==> src/rtl/lfsr_seed_packer_pkg.sv <==
// Shared constants and types for the LFSR seed packer and its neighbours
// (LFSR source and board loader).
package lfsr_seed_packer_pkg;

    localparam int WORD_W    = 8;
    localparam int NUM_WORDS = 8;
    localparam int SEED_W    = WORD_W * NUM_WORDS;
    localparam int WCNT_W    = $clog2(NUM_WORDS) + 1;

    typedef enum logic [1:0] {
        IDLE = 2'd0,
        FILL = 2'd1,
        HOLD = 2'd2
    } pack_state_t;

    typedef logic [SEED_W-1:0] seed_t;
    typedef logic [WORD_W-1:0] word_t;

endpackage

==> src/rtl/lfsr_seed_packer_if.sv <==
// Seed delivery bus: packed seed with a valid/ready handshake toward the board loader.
interface lfsr_seed_packer_if;
    import lfsr_seed_packer_pkg::*;

    seed_t seed_out;
    logic  seed_valid;
    logic  seed_ready;

    modport master (
        output seed_out,
        output seed_valid,
        input  seed_ready
    );

    modport slave (
        input  seed_out,
        input  seed_valid,
        output seed_ready
    );

endinterface

==> src/rtl/lfsr_seed_packer_stride_timer.sv <==
// Modulo-STRIDE counter; cap is high for one cycle on the last count while enabled.
module lfsr_seed_packer_stride_timer #(
    parameter int STRIDE = 8
) (
    input  logic clk,
    input  logic reset,
    input  logic clr,
    input  logic en,
    output logic cap
);

    localparam int CNT_W = (STRIDE > 1) ? $clog2(STRIDE) : 1;
    localparam logic [CNT_W-1:0] LAST = CNT_W'(STRIDE - 1);

    logic [CNT_W-1:0] stride_cnt;

    always_ff @(posedge clk or negedge reset) begin
        if (!reset) begin
            stride_cnt <= '0;
        end else if (clr) begin
            stride_cnt <= '0;
        end else if (en) begin
            stride_cnt <= (stride_cnt == LAST) ? '0 : stride_cnt + 1'b1;
        end
    end

    assign cap = en && (stride_cnt == LAST);

endmodule

==> src/rtl/lfsr_seed_packer.sv <==
// Samples the free-running LFSR word every STRIDE clocks, packs NUM_WORDS samples
// into one seed and hands it downstream over valid/ready.
module lfsr_seed_packer
    import lfsr_seed_packer_pkg::*;
#(
    parameter int STRIDE = 8
) (
    input  logic                  clk,
    input  logic                  reset,
    input  logic                  start,
    input  word_t                 rnd_word,
    lfsr_seed_packer_if.master    seed_bus,
    output logic                  busy
);

    localparam logic [WCNT_W-1:0] LAST_WORD = WCNT_W'(NUM_WORDS - 1);

    pack_state_t       state;
    logic [WCNT_W-1:0] word_cnt;
    seed_t             shreg;
    seed_t             packed_p0;
    seed_t             seed_q;
    logic              seed_valid_q;
    logic              filling;
    logic              cap;

    // An all-zero seed would load an empty board, so it is replaced by 1.
    function automatic seed_t zero_guard(input seed_t value);
        return (value == '0) ? SEED_W'(1) : value;
    endfunction

    assign filling   = (state == FILL);
    assign packed_p0 = {shreg[SEED_W-WORD_W-1:0], rnd_word};

    // Counter sits at zero outside FILL, so every fill starts a fresh stride.
    lfsr_seed_packer_stride_timer #(
        .STRIDE (STRIDE)
    ) u_stride_timer (
        .clk   (clk),
        .reset (reset),
        .clr   (!filling),
        .en    (filling),
        .cap   (cap)
    );

    always_ff @(posedge clk or negedge reset) begin
        if (!reset) begin
            state        <= IDLE;
            word_cnt     <= '0;
            shreg        <= '0;
            seed_q       <= '0;
            seed_valid_q <= 1'b0;
            busy         <= 1'b0;
        end else begin
            case (state)
                IDLE: begin
                    if (start) begin
                        state    <= FILL;
                        word_cnt <= '0;
                        shreg    <= '0;
                        busy     <= 1'b1;
                    end
                end
                FILL: begin
                    if (cap) begin
                        shreg    <= packed_p0;
                        word_cnt <= word_cnt + 1'b1;
                        if (word_cnt == LAST_WORD) begin
                            seed_q       <= zero_guard(packed_p0);
                            seed_valid_q <= 1'b1;
                            state        <= HOLD;
                            busy         <= 1'b0;
                        end
                    end
                end
                HOLD: begin
                    if (seed_bus.seed_ready) begin
                        seed_valid_q <= 1'b0;
                        if (start) begin
                            state    <= FILL;
                            word_cnt <= '0;
                            shreg    <= '0;
                            busy     <= 1'b1;
                        end else begin
                            state <= IDLE;
                        end
                    end
                end
                default: begin
                    state <= IDLE;
                    busy  <= 1'b0;
                end
            endcase
        end
    end

    assign seed_bus.seed_out   = seed_q;
    assign seed_bus.seed_valid = seed_valid_q;

endmodule

==> src/flat_wrapper.sv <==
// flat-port wrapper written by rule: the top's interface ports become plain ports
module lfsr_seed_packer_flat import lfsr_seed_packer_pkg::*;
#(
    parameter int STRIDE = 8
)
  (clk, reset, start, rnd_word, busy, seed_bus_seed_out, seed_bus_seed_valid, seed_bus_seed_ready);
  lfsr_seed_packer_if seed_bus_i ();
  input  logic clk;
  input  logic reset;
  input  logic start;
  input  word_t rnd_word;
  output logic busy;
  output wire logic [$bits(seed_bus_i.seed_out)-1:0] seed_bus_seed_out;
  output wire logic [$bits(seed_bus_i.seed_valid)-1:0] seed_bus_seed_valid;
  input wire logic [$bits(seed_bus_i.seed_ready)-1:0] seed_bus_seed_ready;
  assign seed_bus_seed_out = seed_bus_i.seed_out;
  assign seed_bus_seed_valid = seed_bus_i.seed_valid;
  assign seed_bus_i.seed_ready = seed_bus_seed_ready;
  lfsr_seed_packer #(.STRIDE(STRIDE)) u_core (.clk(clk), .reset(reset), .start(start), .rnd_word(rnd_word), .seed_bus(seed_bus_i), .busy(busy));
endmodule
==> config.mk <==
export PLATFORM = sky130hd
export DESIGN_NAME = lfsr_seed_packer_flat
export DESIGN_NICKNAME = d
export VERILOG_FILES = /design/src/rtl/lfsr_seed_packer_pkg.sv /design/src/rtl/lfsr_seed_packer_if.sv /design/src/rtl/lfsr_seed_packer_stride_timer.sv /design/src/rtl/lfsr_seed_packer.sv /design/src/flat_wrapper.sv
export SDC_FILE = /design/constraint.sdc
export NUM_CORES = 1
export LEC_CHECK = 0
export ABC_AREA = 1
export BUFFER_PORTS_ARGS = -buffer_cell sky130_fd_sc_hd__buf_4
export CORE_MARGIN = 2
export CORE_UTILIZATION = 40
export CTS_BUF_LIST = sky130_fd_sc_hd__clkbuf_16
export DETAILED_ROUTE_END_ITERATION = 12
export GPL_ROUTABILITY_DRIVEN = 0
export SETUP_SLACK_MARGIN = 0.2
export SYNTH_ARGS = -nofsm -noshare
export SYNTH_HDL_FRONTEND = slang
export SYNTH_SLANG_ARGS = --single-unit
==> constraint.sdc <==
create_clock -name clk -period 4.2 [get_ports clk]
set_input_delay 0.84 -clock clk [delete_from_list [all_inputs] [get_ports clk]]
set_output_delay 0.84 -clock clk [all_outputs]
set_load 0.005 [all_outputs]
* Word level (Yosys, flattened, before mapping)
Index checks and enable logic that the tools add are counted.
** Storage, ports and cells
- Bits in registers :: 139
- Latch bits :: 0
- RAM bits :: 0
- ROM bits :: 0
- Input bits :: 12
- Output and inout port bits :: 66
- Logic and storage cells :: 53
- Memories :: 0
** Operators by class
- Add/sub/neg operators :: 2
- Multipliers :: 0
- Divide/modulo/power cells :: 0
- $lt $le $gt $ge :: 0
- Equal/unequal tests :: 8
- Shifts and indexed selects :: 0
- Mux-type cells :: 26
- Bitwise logic cells :: 0
- Reduce and logical (&&, ||, !) cells :: 10
** Operators by type and width (count)
- 64-bit 2-to-1 mux :: 4
- 64-bit one-hot mux with 3 select lines :: 1
- 64-bit logical NOT :: 1
- 4-bit 2-to-1 mux :: 3
- 4-bit one-hot mux with 3 select lines :: 1
- 3-bit AND reduction :: 3
- 1-bit 2-to-1 mux :: 8
- 2-bit 2-to-1 mux :: 4
- 4-bit AND reduction :: 2
- 3-bit 2-to-1 mux :: 2
- 2-bit one-hot mux with 3 select lines :: 1
- 4-bit by 1-bit adder with 4-bit output (second input constant) :: 1
- 4-bit by 3-bit equality test with 1-bit output (second input constant) :: 1
- 2-bit by 1-bit != test with 1-bit output (second input constant) :: 2
- 2-bit != test (second input constant) :: 2
- 3-bit by 1-bit adder with 3-bit output (second input constant) :: 1
- 3-bit equality test (second input constant) :: 1
- 1-bit one-hot mux with 3 select lines :: 1
- 3-bit nonzero test :: 1
- 2-bit by 1-bit equality test with 1-bit output (second input constant) :: 1
- 2-bit equality test (second input constant) :: 1
- 2-bit logical NOT :: 1
- 1-bit one-hot mux with 2 select lines :: 1
- 2-bit nonzero test :: 1
- 1-bit logical AND :: 1

* Logic depth before layout (Yosys ltp)
- Depth after elaboration :: 4
- Depth in mapped cells :: 10
- Gate-level depth less buffers :: 9

* Hierarchy
A second synthesis with hierarchy kept.
** Unflattened totals
- Cells, all modules :: 525
- Area, all modules :: 5172.5 um2
** Modules (own cells, without submodules)
- lfsr_seed_packer :: instances 1, cells each 505, area each 5009.8 um2
- lfsr_seed_packer_stride_timer :: instances 1, cells each 20, area each 162.7 um2

* Worst setup path after synthesis
No wires, ideal clock.
- Path kind :: input port to flip-flop
- From :: input seed_bus_seed_ready
- To :: register u_core.word_cnt[1]
- Arrival :: 1.538 ns
- Required time :: 4.079 ns
- Path slack :: 2.541 ns
- Cell stages on the path :: 7
- Path through :: inv_1 -> nand2_1 -> nand2_1 -> a21oi_4 -> buf_6 -> inv_2 -> a22o_1
** On the way
- Word-level cells in the longest chain between the ends :: 2
** RTL lines
- start, declared :: line flat_wrapper.sv:15 : input wire logic [$bits(seed_bus_i.seed_ready)-1:0] seed_bus_seed_ready;
- 2-bit != test (no source line)
- 3-bit AND reduction (no source line)
- end signal, assigned :: line lfsr_seed_packer.sv:67 : word_cnt <= word_cnt + 1'b1;
- end, declared :: line lfsr_seed_packer.sv:19 : logic [WCNT_W-1:0] word_cnt;
Every way passes these cells.
A chain may end at the register's enable or synchronous reset.

* Final worst setup path
- From :: register u_core.u_stride_timer.stride_cnt[0]
- To :: register u_core.shreg[21]
** On the way
- Word-level cells in the longest chain between the ends :: 4
** RTL lines
- start, declared :: line lfsr_seed_packer_stride_timer.sv:15 : logic [CNT_W-1:0] stride_cnt;
- start signal, assigned :: line lfsr_seed_packer_stride_timer.sv:23 : stride_cnt <= (stride_cnt == LAST) ? '0 : stride_cnt + 1'b1;
- 3-bit equality test :: line lfsr_seed_packer_stride_timer.sv:27 : assign cap = en && (stride_cnt == LAST);
- 1-bit logical AND :: line lfsr_seed_packer_stride_timer.sv:27
- 2-bit by 1-bit != test with 1-bit output (no source line)
- 3-bit AND reduction (no source line)
- end signal, assigned :: line lfsr_seed_packer.sv:66 : shreg <= packed_p0;
- end, declared :: line lfsr_seed_packer.sv:20 : seed_t shreg;
Every way passes these cells.

==> summary.md <==
| Metric | Value |
|---|---|
| Status | `completed` |
| Worst-Margin Slew | `0.978 ns` |
| Sequential share of power | `between 40% and 50%` |
| Placed inst area | `0.00597 mm^2` |
| Congestion Overflow GR | `0` |
| Design area | `0.00648 mm^2` |
| Type of origin of the critical path | `flop` |
| Syn_nets | `532` |
| Diode count | `0` |
| CTS Buffer Depth | `2` |
| Worst EP arrival | `between 2 and 3 ns` |
| Setup TNS | `0 ns` |
| # setup viols final | `0` |
| Rows | `42` |
| Gr usage total | `16.9%` |
| DRT antenna net count | `0` |
| Max H-tree Level | `4` |
| Final Hold Vio Count | `0` |
| Core Region | `0.0132 mm^2` |
| Synthesized cell area | `0.00537 mm^2` |
| Max FO, Critical Path | `34` |
| Total Wirelength | `roughly 11,000 um` |
| Part of the cycle the worst path needs | `a little under three fifths` |
| Power per cell area | `between 400 and 500 mW/mm^2` |
| Initial drt markers | `298` |
| Worst endpoint required time | `roughly 4.5 ns` |
| Layout cells sized above 1 | `26.7%` |
| Leak pwr | `0.00318 uW` |
| Number of port buffers | `77` |
| Pre-antenna DRT Iters | `4` |
| Clock skew | `0.0121 ns` |
| Post-Syn Area per Cell | `between 10 and 15 um^2` |
| Clk pin slew, worst setup/hold paths | `about 0.050 ns` |
| Layout area overhead | `20.8%` |
| Peak VDD IR | `between 200 and 300 uV` |
| Initial Util | `between 40% and 50%` |
| Io pins | `slightly below 80` |
| Cell internal pwr | `2150 uW` |
| Final Slew Violations | `0` |
| Height of the die | `120 um` |
| Min-Delay Path Class | `reg2reg` |
| Sequential element share of the synthesized area | `61.1%` |
| P_sw | `709 uW` |
| Crit. End Element | `flop` |
| WS Path Type | `reg2reg` |
| Root buf cell | `clkbuf_16` |
| TritonCTS clock tree | `yes` |
| Ys Warns | `0` |
| DR vias/cell | `a little under 5` |
| Gate Count Post-Synth | `517` |
| Final min period | `2.31 ns` |
| Post-synthesis sequential element count | `131` |
| Total die area | `0.0144 mm^2` |
| Routed WL per cell | `approximately 15 um` |
| Clk_lat worst skew | `0.41 ns` |
| Relative slew margins | `34.7%` |
| Number of global-route vias before repair | `3,656` |
| TritonCTS Buffers | `17` |
| DP Wirelength | `7630 um` |
| Comb power frac | `9.9%` |
| Netlist cell types | `22` |
| # resized after CTS | `0` |
| Sw Ratio | `24.8%` |
| Cts hold-fix bufs | `0` |
| DR vias | `roughly 3,800` |
| Reg2Reg Setup Slack | `approximately 1.9 ns` |
| Clock sinks | `between 100 and 150` |
| Die span in x | `120 um` |
| FMAX | `432 MHz` |
| First-pass GRT wire length | `between 15,000 and 20,000 um` |
| Largest net degree at the start of global routing | `71` |
| Max Cap Viol | `0` |
| Initial antenna violation count | `0` |
| RSZ-0062 raised after global routing | `no` |
| DRC viols | `0` |
| Fill count | `between 1,000 and 1,500` |
| Setup bufs post-CTS | `0` |
| Final Net Count | `605` |
| Clock power share | `between 40% and 50%` |
[layout make-up]
cell class | instances | area [um^2] | share of cell area [%]
inverters | 76 | 285 | 4.40
well taps | 176 | 220 | 3.40
repair buffers | 80 | 626 | 9.65
multi-input cells | 284 | 1560 | 24.1
clock inverters | 14 | 83.8 | 1.29
clock buffers | 17 | 425 | 6.56
flip-flops and latches | 131 | 3280 | 50.6
[synth_stat cells]
master	instances	share of area (%)
nand4_1	1	0.12
nand2_1	98	6.9
nand3_1	2	0.19
buf_2	4	0.37
dfrtp_1	131	61
buf_6	19	4.0
ha_1	3	0.70
inv_1	72	5.0
o21ai_0	3	0.28
nor2_1	48	3.4
o22ai_1	56	6.5
a21oi_4	1	0.30
nor2_4	2	0.42
o21ai_1	13	1.2
nand2_2	1	0.12
a31o_2	1	0.16
inv_2	4	0.28
clkbuf_1	3	0.21
a22o_1	1	0.16
mux2i_1	1	0.19
a21oi_1	3	0.28
o21ai_2	50	8.2
[power by group through the flow]
| stage | combinational, uW | clock, uW | sequential [uW] |
|---|---|---|---|
| after floorplan | 223 | 0 | 1320 |
| after global placement | 281 | 0 | 1320 |
| after detailed placement | 288 | 0 | 1320 |
| final | 284 | 1280 | 1300 |
| after global routing | 315 | 1370 | 1300 |
| after CTS | 288 | 1310 | 1300 |
[metrics by stage]
stage,worst slack [ns],hold slack (ns),cells,power (uW),utilization [%]
final,1.89,0.448,778,2860,49.1
after global placement,1.69,0.421,747,1600,45.3
after CTS,1.88,0.444,778,2890,49.1
after global routing,1.70,0.470,778,2980,49.1
after detailed placement,1.60,0.437,747,1610,45.3
after floorplan,2.54,0.408,517,1540,-
[sequential cells by signal (all words and copies together) (netlist names)]
| name | flops |
|---|---|
| u_core.seed_bus.seed_out | 64 |
| u_core.seed_bus.seed_valid | 1 |
| u_core.u_stride_timer.stride_cnt | 3 |
| u_core.state | 2 |
| u_core.busy | 1 |
| u_core.shreg | 56 |
| u_core.word_cnt | 4 |
[layout by cell type (no fill, tap or decap), types with 2 or more instances in the layout]
master / netlist / layout
ha_1: 3 / 3
nand2_1: 98 / 98
buf_4: 0 / 78
o22ai_1: 56 / 56
nand3_1: 2 / 2
inv_2: 4 / 4
clkbuf_16: 0 / 17
nor2_4: 2 / 2
a21oi_1: 3 / 3
o21ai_1: 13 / 13
dfrtp_1: 131 / 131
clkinv_2: 0 / 4
o21ai_0: 3 / 3
o21ai_2: 50 / 50
buf_12: 0 / 2
inv_1: 72 / 77
nor2_1: 48 / 48
clkinv_1: 0 / 4
[cell families (layout without fill, tap and decap cells)]
logic type      count (synthesis)  after routing  share of synthesized area, %
flops                         131            131                          61.1
simple gates                  152            152                          11.1
fa+ha+maj                       3              3                         0.700
mux                             1              1                         0.187
buf+inv                       102            187                          9.89
compound gates                128            128                          17.1
[final timing paths]
path / endpoint / startpoint / cells after the start
min reg2reg: u_core.u_stride_timer.stride_cnt[0] / u_core.u_stride_timer.stride_cnt[0] / 1
max reg2reg: u_core.shreg[21] / u_core.u_stride_timer.stride_cnt[0] / 8
min: u_core.u_stride_timer.stride_cnt[0] / u_core.u_stride_timer.stride_cnt[0] / 1
min in group asynchronous: u_core.seed_bus.seed_out[33] / reset / 1
max: u_core.shreg[21] / u_core.u_stride_timer.stride_cnt[0] / 8
max in group asynchronous: u_core.word_cnt[1] / reset / 2
[worst max-delay path, cell delays in order, from the launching register on]
cell	delay, ns
dfrtp_1	0.36
ha_1	0.15
ha_1	0.13
inv_1	0.07
nand2_1	0.09
nand2_1	0.10
a21oi_4	0.70
buf_4	0.42
o22ai_1	0.12
[metal layers]
layer | global-route usage, % | wire length (um) | share of wire (%)
met3 | 4.66 | 516 | 4.5
met2 | 24.3 | 5220 | 46
met5 | 0 | 0 | 0
met4 | 7.94 | 183 | 1.6
met1 | 23.7 | 5430 | 48
(Power assumes the default switching activity.)
